[config.mk]
export PLATFORM = sky130hd
export DESIGN_NAME = tile_store_engine_flat
export DESIGN_NICKNAME = d
export VERILOG_FILES = /design/src/rtl/tile_store_pkg.sv /design/src/rtl/tile_store_engine_if.sv /design/src/rtl/tile_store_beat_mux.sv /design/src/rtl/tile_store_engine.sv /design/src/flat_wrapper.sv
export SDC_FILE = /design/constraint.sdc
export NUM_CORES = 1
export LEC_CHECK = 0
export ABC_AREA = 1
export CORE_UTILIZATION = 42
export CTS_BUF_LIST = sky130_fd_sc_hd__clkbuf_2
export CTS_CLUSTER_DIAMETER = 150
export DETAILED_ROUTE_END_ITERATION = 6
export HOLD_SLACK_MARGIN = 0.02
export PLACE_DENSITY = 0.76
export SLEW_MARGIN = 20
export SYNTH_ARGS = -nofsm -noshare
export SYNTH_HDL_FRONTEND = slang
export SYNTH_SLANG_ARGS = --single-unit
[constraint.sdc]
create_clock -name clk -period 33.4 [get_ports clk]
set_input_delay 6.68 -clock clk [delete_from_list [all_inputs] [get_ports clk]]
set_output_delay 6.68 -clock clk [all_outputs]
set_load 0.01 [all_outputs]
[src/rtl/tile_store_pkg.sv]
// Shared types and helpers for the tile store engine: FSM state encoding,
// default geometry and the per-lane strobe rule.
package tile_store_pkg;

   localparam int DEF_ADDR_WIDTH = 24;
   localparam int DEF_DATA_WIDTH = 8;
   localparam int DEF_TILE_WIDTH = 256;
   localparam int DEF_TILE_ELEMS = DEF_TILE_WIDTH / DEF_DATA_WIDTH;
   localparam int DEF_LANES      = 4;
   localparam int DEF_LEN_WIDTH  = 16;
   localparam int BEATS_PER_TILE = DEF_TILE_ELEMS / DEF_LANES;

   typedef enum logic [2:0] {
      S_IDLE   = 3'd0,
      S_REQ    = 3'd1,
      S_WRITE  = 3'd2,
      S_NEXT   = 3'd3,
      S_FINISH = 3'd4
   } state_e;

   // A lane is written only while elements remain for it in this beat.
   function automatic logic lane_strobe(input int unsigned lane, input logic [31:0] remaining);
      return (lane < remaining);
   endfunction

endpackage

[src/rtl/tile_store_engine_if.sv]
// DRAM write port of the tile store engine: valid/ready beat channel with
// per-lane strobes plus the completion dump request.
interface tile_store_engine_if #(
   parameter int ADDR_WIDTH = 24,
   parameter int DATA_WIDTH = 8,
   parameter int LANES      = 4
);
   logic                        mem_wvalid;
   logic                        mem_wready;
   logic [ADDR_WIDTH-1:0]       mem_waddr;
   logic [LANES*DATA_WIDTH-1:0] mem_wdata;
   logic [LANES-1:0]            mem_wstrb;
   logic                        mem_dump;

   modport master (
      output mem_wvalid, mem_waddr, mem_wdata, mem_wstrb, mem_dump,
      input  mem_wready
   );

   modport slave (
      input  mem_wvalid, mem_waddr, mem_wdata, mem_wstrb, mem_dump,
      output mem_wready
   );
endinterface

[src/rtl/tile_store_beat_mux.sv]
// Selects the current beat's LANES elements out of the captured tile and
// builds the lane strobes from the element count still to be written.
module tile_store_beat_mux
   import tile_store_pkg::*;
#(
   parameter int DATA_WIDTH = 8,
   parameter int TILE_ELEMS = 32,
   parameter int LANES      = 4,
   parameter int LEN_WIDTH  = 16,
   parameter int BEAT_W     = 3
) (
   input  logic [TILE_ELEMS*DATA_WIDTH-1:0] tile_data,
   input  logic [BEAT_W-1:0]                beat,
   input  logic [LEN_WIDTH-1:0]             remaining,
   output logic [LANES*DATA_WIDTH-1:0]      beat_data,
   output logic [LANES-1:0]                 beat_strb
);
   localparam int SLICE_W = LANES * DATA_WIDTH;

   always_comb begin
      beat_data = tile_data[int'(beat) * SLICE_W +: SLICE_W];
      beat_strb = '0;
      for (int unsigned i = 0; i < LANES; i++) begin
         beat_strb[i] = lane_strobe(i, 32'(remaining));
      end
   end

endmodule

[src/rtl/tile_store_engine.sv]
// Tile store engine: streams `length` buffer elements to DRAM in LANES-wide
// beats, fetching one tile at a time and stepping the DRAM base by a stride.
module tile_store_engine
   import tile_store_pkg::*;
#(
   parameter int ADDR_WIDTH = DEF_ADDR_WIDTH,
   parameter int DATA_WIDTH = DEF_DATA_WIDTH,
   parameter int TILE_WIDTH = DEF_TILE_WIDTH,
   parameter int TILE_ELEMS = TILE_WIDTH / DATA_WIDTH,
   parameter int LANES      = DEF_LANES,
   parameter int LEN_WIDTH  = DEF_LEN_WIDTH
) (
   input  logic                             clk,
   input  logic                             rst,
   input  logic                             start,
   input  logic [ADDR_WIDTH-1:0]            dram_addr,
   input  logic [ADDR_WIDTH-1:0]            dram_stride,
   input  logic [LEN_WIDTH-1:0]             length,
   input  logic [4:0]                       buf_id,
   output logic                             buf_read_en,
   output logic [4:0]                       buf_read_id,
   input  logic [TILE_ELEMS*DATA_WIDTH-1:0] buf_read_data,
   input  logic                             buf_read_done,
   tile_store_engine_if.master              mem,
   output logic                             busy,
   output logic                             done
);
   localparam int TILE_BEATS = TILE_ELEMS / LANES;
   localparam int BEAT_W     = (TILE_BEATS > 1) ? $clog2(TILE_BEATS) : 1;

   if (TILE_ELEMS % LANES != 0) begin : g_bad_lanes
      $error("tile_store_engine: TILE_ELEMS must be a multiple of LANES");
   end

   state_e                          state_q, state_d;
   logic [ADDR_WIDTH-1:0]           base_q, base_d;
   logic [ADDR_WIDTH-1:0]           stride_q, stride_d;
   logic [LEN_WIDTH-1:0]            remaining_q, remaining_d;
   logic [LEN_WIDTH-1:0]            step_s;
   logic [BEAT_W-1:0]               beat_q, beat_d;
   logic [4:0]                      id_q, id_d;
   logic [TILE_ELEMS*DATA_WIDTH-1:0] tile_q, tile_d;
   logic [LANES*DATA_WIDTH-1:0]     beat_data_s;
   logic [LANES-1:0]                beat_strb_s;

   tile_store_beat_mux #(
      .DATA_WIDTH (DATA_WIDTH),
      .TILE_ELEMS (TILE_ELEMS),
      .LANES      (LANES),
      .LEN_WIDTH  (LEN_WIDTH),
      .BEAT_W     (BEAT_W)
   ) u_beat_mux (
      .tile_data (tile_q),
      .beat      (beat_q),
      .remaining (remaining_q),
      .beat_data (beat_data_s),
      .beat_strb (beat_strb_s)
   );

   // State, transfer context and captured tile registers.
   always_ff @(posedge clk or posedge rst) begin
      if (rst) begin
         state_q     <= S_IDLE;
         base_q      <= '0;
         stride_q    <= '0;
         remaining_q <= '0;
         beat_q      <= '0;
         id_q        <= 5'd0;
         tile_q      <= '0;
      end else begin
         state_q     <= state_d;
         base_q      <= base_d;
         stride_q    <= stride_d;
         remaining_q <= remaining_d;
         beat_q      <= beat_d;
         id_q        <= id_d;
         tile_q      <= tile_d;
      end
   end

   // Next-state and counter update logic.
   always_comb begin
      state_d     = state_q;
      base_d      = base_q;
      stride_d    = stride_q;
      remaining_d = remaining_q;
      beat_d      = beat_q;
      id_d        = id_q;
      tile_d      = tile_q;
      step_s      = (remaining_q < LEN_WIDTH'(LANES)) ? remaining_q : LEN_WIDTH'(LANES);
      case (state_q)
         S_IDLE: begin
            if (start) begin
               base_d      = dram_addr;
               // A zero stride means tiles are packed back to back.
               stride_d    = (dram_stride == '0) ? ADDR_WIDTH'(TILE_ELEMS) : dram_stride;
               remaining_d = length;
               id_d        = buf_id;
               state_d     = (length == '0) ? S_FINISH : S_REQ;
            end else begin
               state_d = S_IDLE;
            end
         end
         S_REQ: begin
            if (buf_read_done) begin
               tile_d  = buf_read_data;
               beat_d  = '0;
               state_d = S_WRITE;
            end else begin
               state_d = S_REQ;
            end
         end
         S_WRITE: begin
            if (mem.mem_wready) begin
               remaining_d = remaining_q - step_s;
               beat_d      = beat_q + BEAT_W'(1);
               if (remaining_d == '0) begin
                  state_d = S_FINISH;
               end else if (beat_q == BEAT_W'(TILE_BEATS - 1)) begin
                  state_d = S_NEXT;
               end else begin
                  state_d = S_WRITE;
               end
            end else begin
               state_d = S_WRITE;
            end
         end
         S_NEXT: begin
            base_d  = base_q + stride_q;
            state_d = S_REQ;
         end
         S_FINISH: begin
            state_d = S_IDLE;
         end
         default: begin
            state_d = S_IDLE;
         end
      endcase
   end

   // Moore output decode; beat fields are zero outside S_WRITE.
   always_comb begin
      buf_read_en    = 1'b0;
      buf_read_id    = id_q;
      mem.mem_wvalid = 1'b0;
      mem.mem_waddr  = '0;
      mem.mem_wdata  = '0;
      mem.mem_wstrb  = '0;
      mem.mem_dump   = 1'b0;
      done           = 1'b0;
      busy           = (state_q != S_IDLE);
      case (state_q)
         S_REQ: begin
            buf_read_en = 1'b1;
         end
         S_WRITE: begin
            mem.mem_wvalid = 1'b1;
            mem.mem_waddr  = base_q + ADDR_WIDTH'(int'(beat_q) * LANES);
            mem.mem_wdata  = beat_data_s;
            mem.mem_wstrb  = beat_strb_s;
         end
         S_FINISH: begin
            done         = 1'b1;
            mem.mem_dump = 1'b1;
         end
         default: begin
            busy = (state_q != S_IDLE);
         end
      endcase
   end

endmodule
[src/flat_wrapper.sv]
// flat-port wrapper written by rule: the top's interface ports become plain ports
module tile_store_engine_flat import tile_store_pkg::*;
#(
   parameter int ADDR_WIDTH = DEF_ADDR_WIDTH,
   parameter int DATA_WIDTH = DEF_DATA_WIDTH,
   parameter int TILE_WIDTH = DEF_TILE_WIDTH,
   parameter int TILE_ELEMS = TILE_WIDTH / DATA_WIDTH,
   parameter int LANES      = DEF_LANES,
   parameter int LEN_WIDTH  = DEF_LEN_WIDTH
)
  (clk, rst, start, dram_addr, dram_stride, length, buf_id, buf_read_en, buf_read_id, buf_read_data, buf_read_done, busy, done, mem_mem_wvalid, mem_mem_waddr, mem_mem_wdata, mem_mem_wstrb, mem_mem_dump, mem_mem_wready);
  tile_store_engine_if #(.ADDR_WIDTH(ADDR_WIDTH), .DATA_WIDTH(DATA_WIDTH), .LANES(LANES)) mem_i ();
  input  logic clk;
  input  logic rst;
  input  logic start;
  input  logic [ADDR_WIDTH-1:0] dram_addr;
  input  logic [ADDR_WIDTH-1:0] dram_stride;
  input  logic [LEN_WIDTH-1:0] length;
  input  logic [4:0] buf_id;
  output logic buf_read_en;
  output logic [4:0] buf_read_id;
  input  logic [TILE_ELEMS*DATA_WIDTH-1:0] buf_read_data;
  input  logic buf_read_done;
  output logic busy;
  output logic done;
  output wire logic [$bits(mem_i.mem_wvalid)-1:0] mem_mem_wvalid;
  output wire logic [$bits(mem_i.mem_waddr)-1:0] mem_mem_waddr;
  output wire logic [$bits(mem_i.mem_wdata)-1:0] mem_mem_wdata;
  output wire logic [$bits(mem_i.mem_wstrb)-1:0] mem_mem_wstrb;
  output wire logic [$bits(mem_i.mem_dump)-1:0] mem_mem_dump;
  input wire logic [$bits(mem_i.mem_wready)-1:0] mem_mem_wready;
  assign mem_mem_wvalid = mem_i.mem_wvalid;
  assign mem_mem_waddr = mem_i.mem_waddr;
  assign mem_mem_wdata = mem_i.mem_wdata;
  assign mem_mem_wstrb = mem_i.mem_wstrb;
  assign mem_mem_dump = mem_i.mem_dump;
  assign mem_i.mem_wready = mem_mem_wready;
  tile_store_engine #(.ADDR_WIDTH(ADDR_WIDTH), .DATA_WIDTH(DATA_WIDTH), .TILE_WIDTH(TILE_WIDTH), .TILE_ELEMS(TILE_ELEMS), .LANES(LANES), .LEN_WIDTH(LEN_WIDTH)) u_core (.clk(clk), .rst(rst), .start(start), .dram_addr(dram_addr), .dram_stride(dram_stride), .length(length), .buf_id(buf_id), .buf_read_en(buf_read_en), .buf_read_id(buf_read_id), .buf_read_data(buf_read_data), .buf_read_done(buf_read_done), .mem(mem_i), .busy(busy), .done(done));
endmodule
==> results.yml <==
grt:
  grt_pass1_wl_um: 85400
  grt_use_total_pct: 26.5
  antenna_found_initial: 12
  first_global_vias: 15700
  grt_start_max_net_pins: 140
  grt-ovfl-total: 0
critical_path:
  arrival_ps: 4620
  required_ps: 26720
  r2r_start: "u_core.state_q[2]"
  critical-path-max-stage-delay_ps: 930
  critPathTopFamily: "simple AND/OR/NAND/NOR gates"
  r2r_slack_ps: 29980
  cp-start-kind: "register"
  critPathBufInv: 1
  setup.worst_path.start: "u_core.beat_q[0]"
  crit_fanout: 79
  critPathCaptureType: "output port"
  cp_slowest_cell: "dfrtp_4"
  critical_path_class: "register to output port"
  worst-r2r-cell-count: 8
  path_common_cell: "nand2_1"
  cp_cell_sequence: "ha_1, fa_1, nand2_1, a21oi_1, nand2_1, nor4_1, nand2_1, nor3_4, a21oi_1, nor3_1, clkdlybuf4s50_1"
  r2r-end: "u_core.remaining_q[14]"
clock_tree:
  cts_made_buffers: 89
  clk_latency_ps: 1020
  cts_setup_buffers: 0
  cts.reportedPaths.clkPinSlew_ps: 100
  clock_sinks: 331
  clk_path_buf_depth: 3
  htree_levels: 3
  cts_tree: "yes"
  cts.repair.resized: 0
  root_buffer: "clkbuf_2"
  hold_buffers: 0
run_status:
  outcome: "complete, no violations"
synth:
  syn_inst: 1973
  yosysSeqAreaShare_pct: 47.6
  yosys.area_share.simple_pct: 14.7
  synth_top_cells_by_area: "dfrtp_1 (48%), mux2_2 (11%), o21ai_0 (5.6%), a21oi_1 (5.2%), nor2_1 (5.2%)"
  synth_top_family_by_area: "compound AO/OA/AOI/OAI gates"
  synth_fp_nets: 2334
  syn-cell-area_um2: 17400
  synth_compound_area_share_pct: 16.5
  synth_top_area_cell: "dfrtp_1"
  yosysWarnings: 0
  synth_fa_ha_area_share_pct: 2.32
  ys_ff_latch: 331
  synth_xor_area_share_pct: 0.856
  synth_top_area_share_pct: 47.6
  synth.area.mux_share_pct: 11.3
  synth.avg_cell_area_um2: 8.81
  synth_cell_type_count: 50
timing:
  hold_ws_ps: 485
  worstMarginPinSlew_ps: 1070
  max-slew-margin-rel_pct: 28.5
  setup_viol_count_final: 0
  max_freq_ghz: 0.0885
  tns_ps: 0
  finalCriticalPeriod_ps: 11300
  drv_slew: 0
  rsz0062_at_grt: "false"
  period_share_pct: 33.8
  hold_viol: 0
  finClkSkew_ps: 116
  setup_ws_ps: 22100
floorplanning:
  std_cell_rows: 74
  initial_core_util_pct: 42.6
  dieArea_um2: 42200
  die_w_um: 205
  boundaryPins: 400
  core_area_um2: 40800
  die_h_um: 205
placed_design:
  place_hpwl_um: 39800
  io_buffers: 399
  dp_slack_ps: 23190
  place_inst: 2803
  place_area_um2: 21700
  routabilityCongestion: 0.932
final_layout:
  final_common_cell: "clkdlybuf4s50_1"
  nFillCells: 3732
  final_cell_mix: "clkdlybuf4s50_1 (399), dfrtp_1 (329), nor2_1 (241)"
  seq_area_um2: 8290
  final_net_count: 2723
  multi_input_comb_area_um2: 7960
  drive_gt1_share_pct: 14.9
  fin_area_um2: 22500
  area_growth_syn_to_layout_pct: 29.6
  stdcell_count: 2960
pwr:
  vdd_drop_max_uv: 40.1
  p_per_area_nw_per_um2: 86.7
  leakagePower_nw: 10.0
worst_hold_path:
  hp-class: "register to register"
  holdPathEnd: "u_core.buf_read_id[1]"
  min_from: "u_core.buf_read_id[1]"
  min_path_cells: 2
detailed_routing:
  drtIter0Drc: 1078
  drtAntennaViolNets: 0
  first_pass_iters: 5
  vias: 15800
  drcViolationCount: 0
  drt_wl_total_um: 56000
  vias_per_cell: 5.32
  wl_per_cell_um: 18.9
run:
  drv_cap: 0
## power by group
group          internal (W)  total [W]  leakage [nW]  switching (W)
sequential         0.000598   0.000731          3.85       0.000133
combinational      0.000401   0.000928          5.57       0.000527
clock              0.000120   0.000294         0.613       0.000174
## worst min-delay path, cell delays in order (launching register included)
cell and delay, ps:
dfrtp_1 350, nand2_1 50, nand2_1 50
## cell type report
| class | count | area share (%) |
|---|---|---|
| Timing Repair Buffer | 414 | 18.3 |
| Sequential cell | 331 | 36.8 |
| Clock buffer | 133 | 2.95 |
| Tap cell | 532 | 2.95 |
| Multi-Input combinational cell | 1343 | 35.3 |
| Clock inverter | 19 | 0.600 |
| Antenna cell | 5 | 0.0555 |
| Inverter | 183 | 3.08 |
## sequential cells by signal, indices dropped and copies added, names as in the netlist
register and flops:
u_core.base_q 24, u_core.beat_q 3, u_core.buf_read_id 5, u_core.remaining_q 16, u_core.state_q 3, u_core.stride_q 24, u_core.tile_q 256
## worst max path at each step
stage                        endpoint  slack, ps  cells past startpoint
floorplan            u_core.base_q[0]      17550                      1
global placement    mem_mem_waddr[16]      23280                     11
detailed placement  mem_mem_waddr[18]      23190                     11
CTS                 mem_mem_waddr[18]      22000                     11
global route        mem_mem_waddr[16]      21670                     11
finish              mem_mem_waddr[18]      22100                     11
## cells in the mapped netlist (all sizes together)
library cell	count
a211oi	2
o211ai	41
clkbuf	89
o221ai	3
o22ai	15
inv	182
a22oi	2
dfrtp	331
or2	2
nor3	20
xnor2	7
nor3b	2
xor2	10
buf	27
nand4	22
o21bai	6
nand3	49
a2bb2oi	1
ha	29
o21a	2
conb	1
a31oi	38
a21o	3
nand2	248
or4	2
o31ai	2
clkinv	1
nor4	9
a31o	1
a21oi	183
mux2	174
fa	2
o21ai	202
a21boi	1
and3	1
nand3b	1
nor2	248
o32ai	14
## routing by layer
layer | global-route usage, % | vias up | wire [um]
li1 | - | 7542 | -
met1 | 33.3 | 7496 | 23000
met5 | 0 | - | 49
met3 | 8.49 | 103 | 5320
met2 | 41.7 | 608 | 25900
met4 | 11.5 | 8 | 1740
## through the flow
| step | total power (W) | utilization, % |
|---|---|---|
| 3_5_place_dp | 0.00166 | 53.2 |
| 5_1_grt | 0.00211 | 55.2 |
| 4_1_cts | 0.00196 | 55.2 |
| 2_1_floorplan | 0.00135 | - |
| 6_report | 0.00195 | 55.2 |
| 3_3_place_gp | 0.00163 | 53.2 |
## logic make-up after synthesis
group | after synthesis
adders and majority gates | 31
and+or+nand+nor | 604
muxes | 174
buffers and inverters | 299
AOI/OAI and AO/OA | 516
DFF | 331
xor gates and xnor gates | 17
other | 1
(Power assumes the default switching activity.)
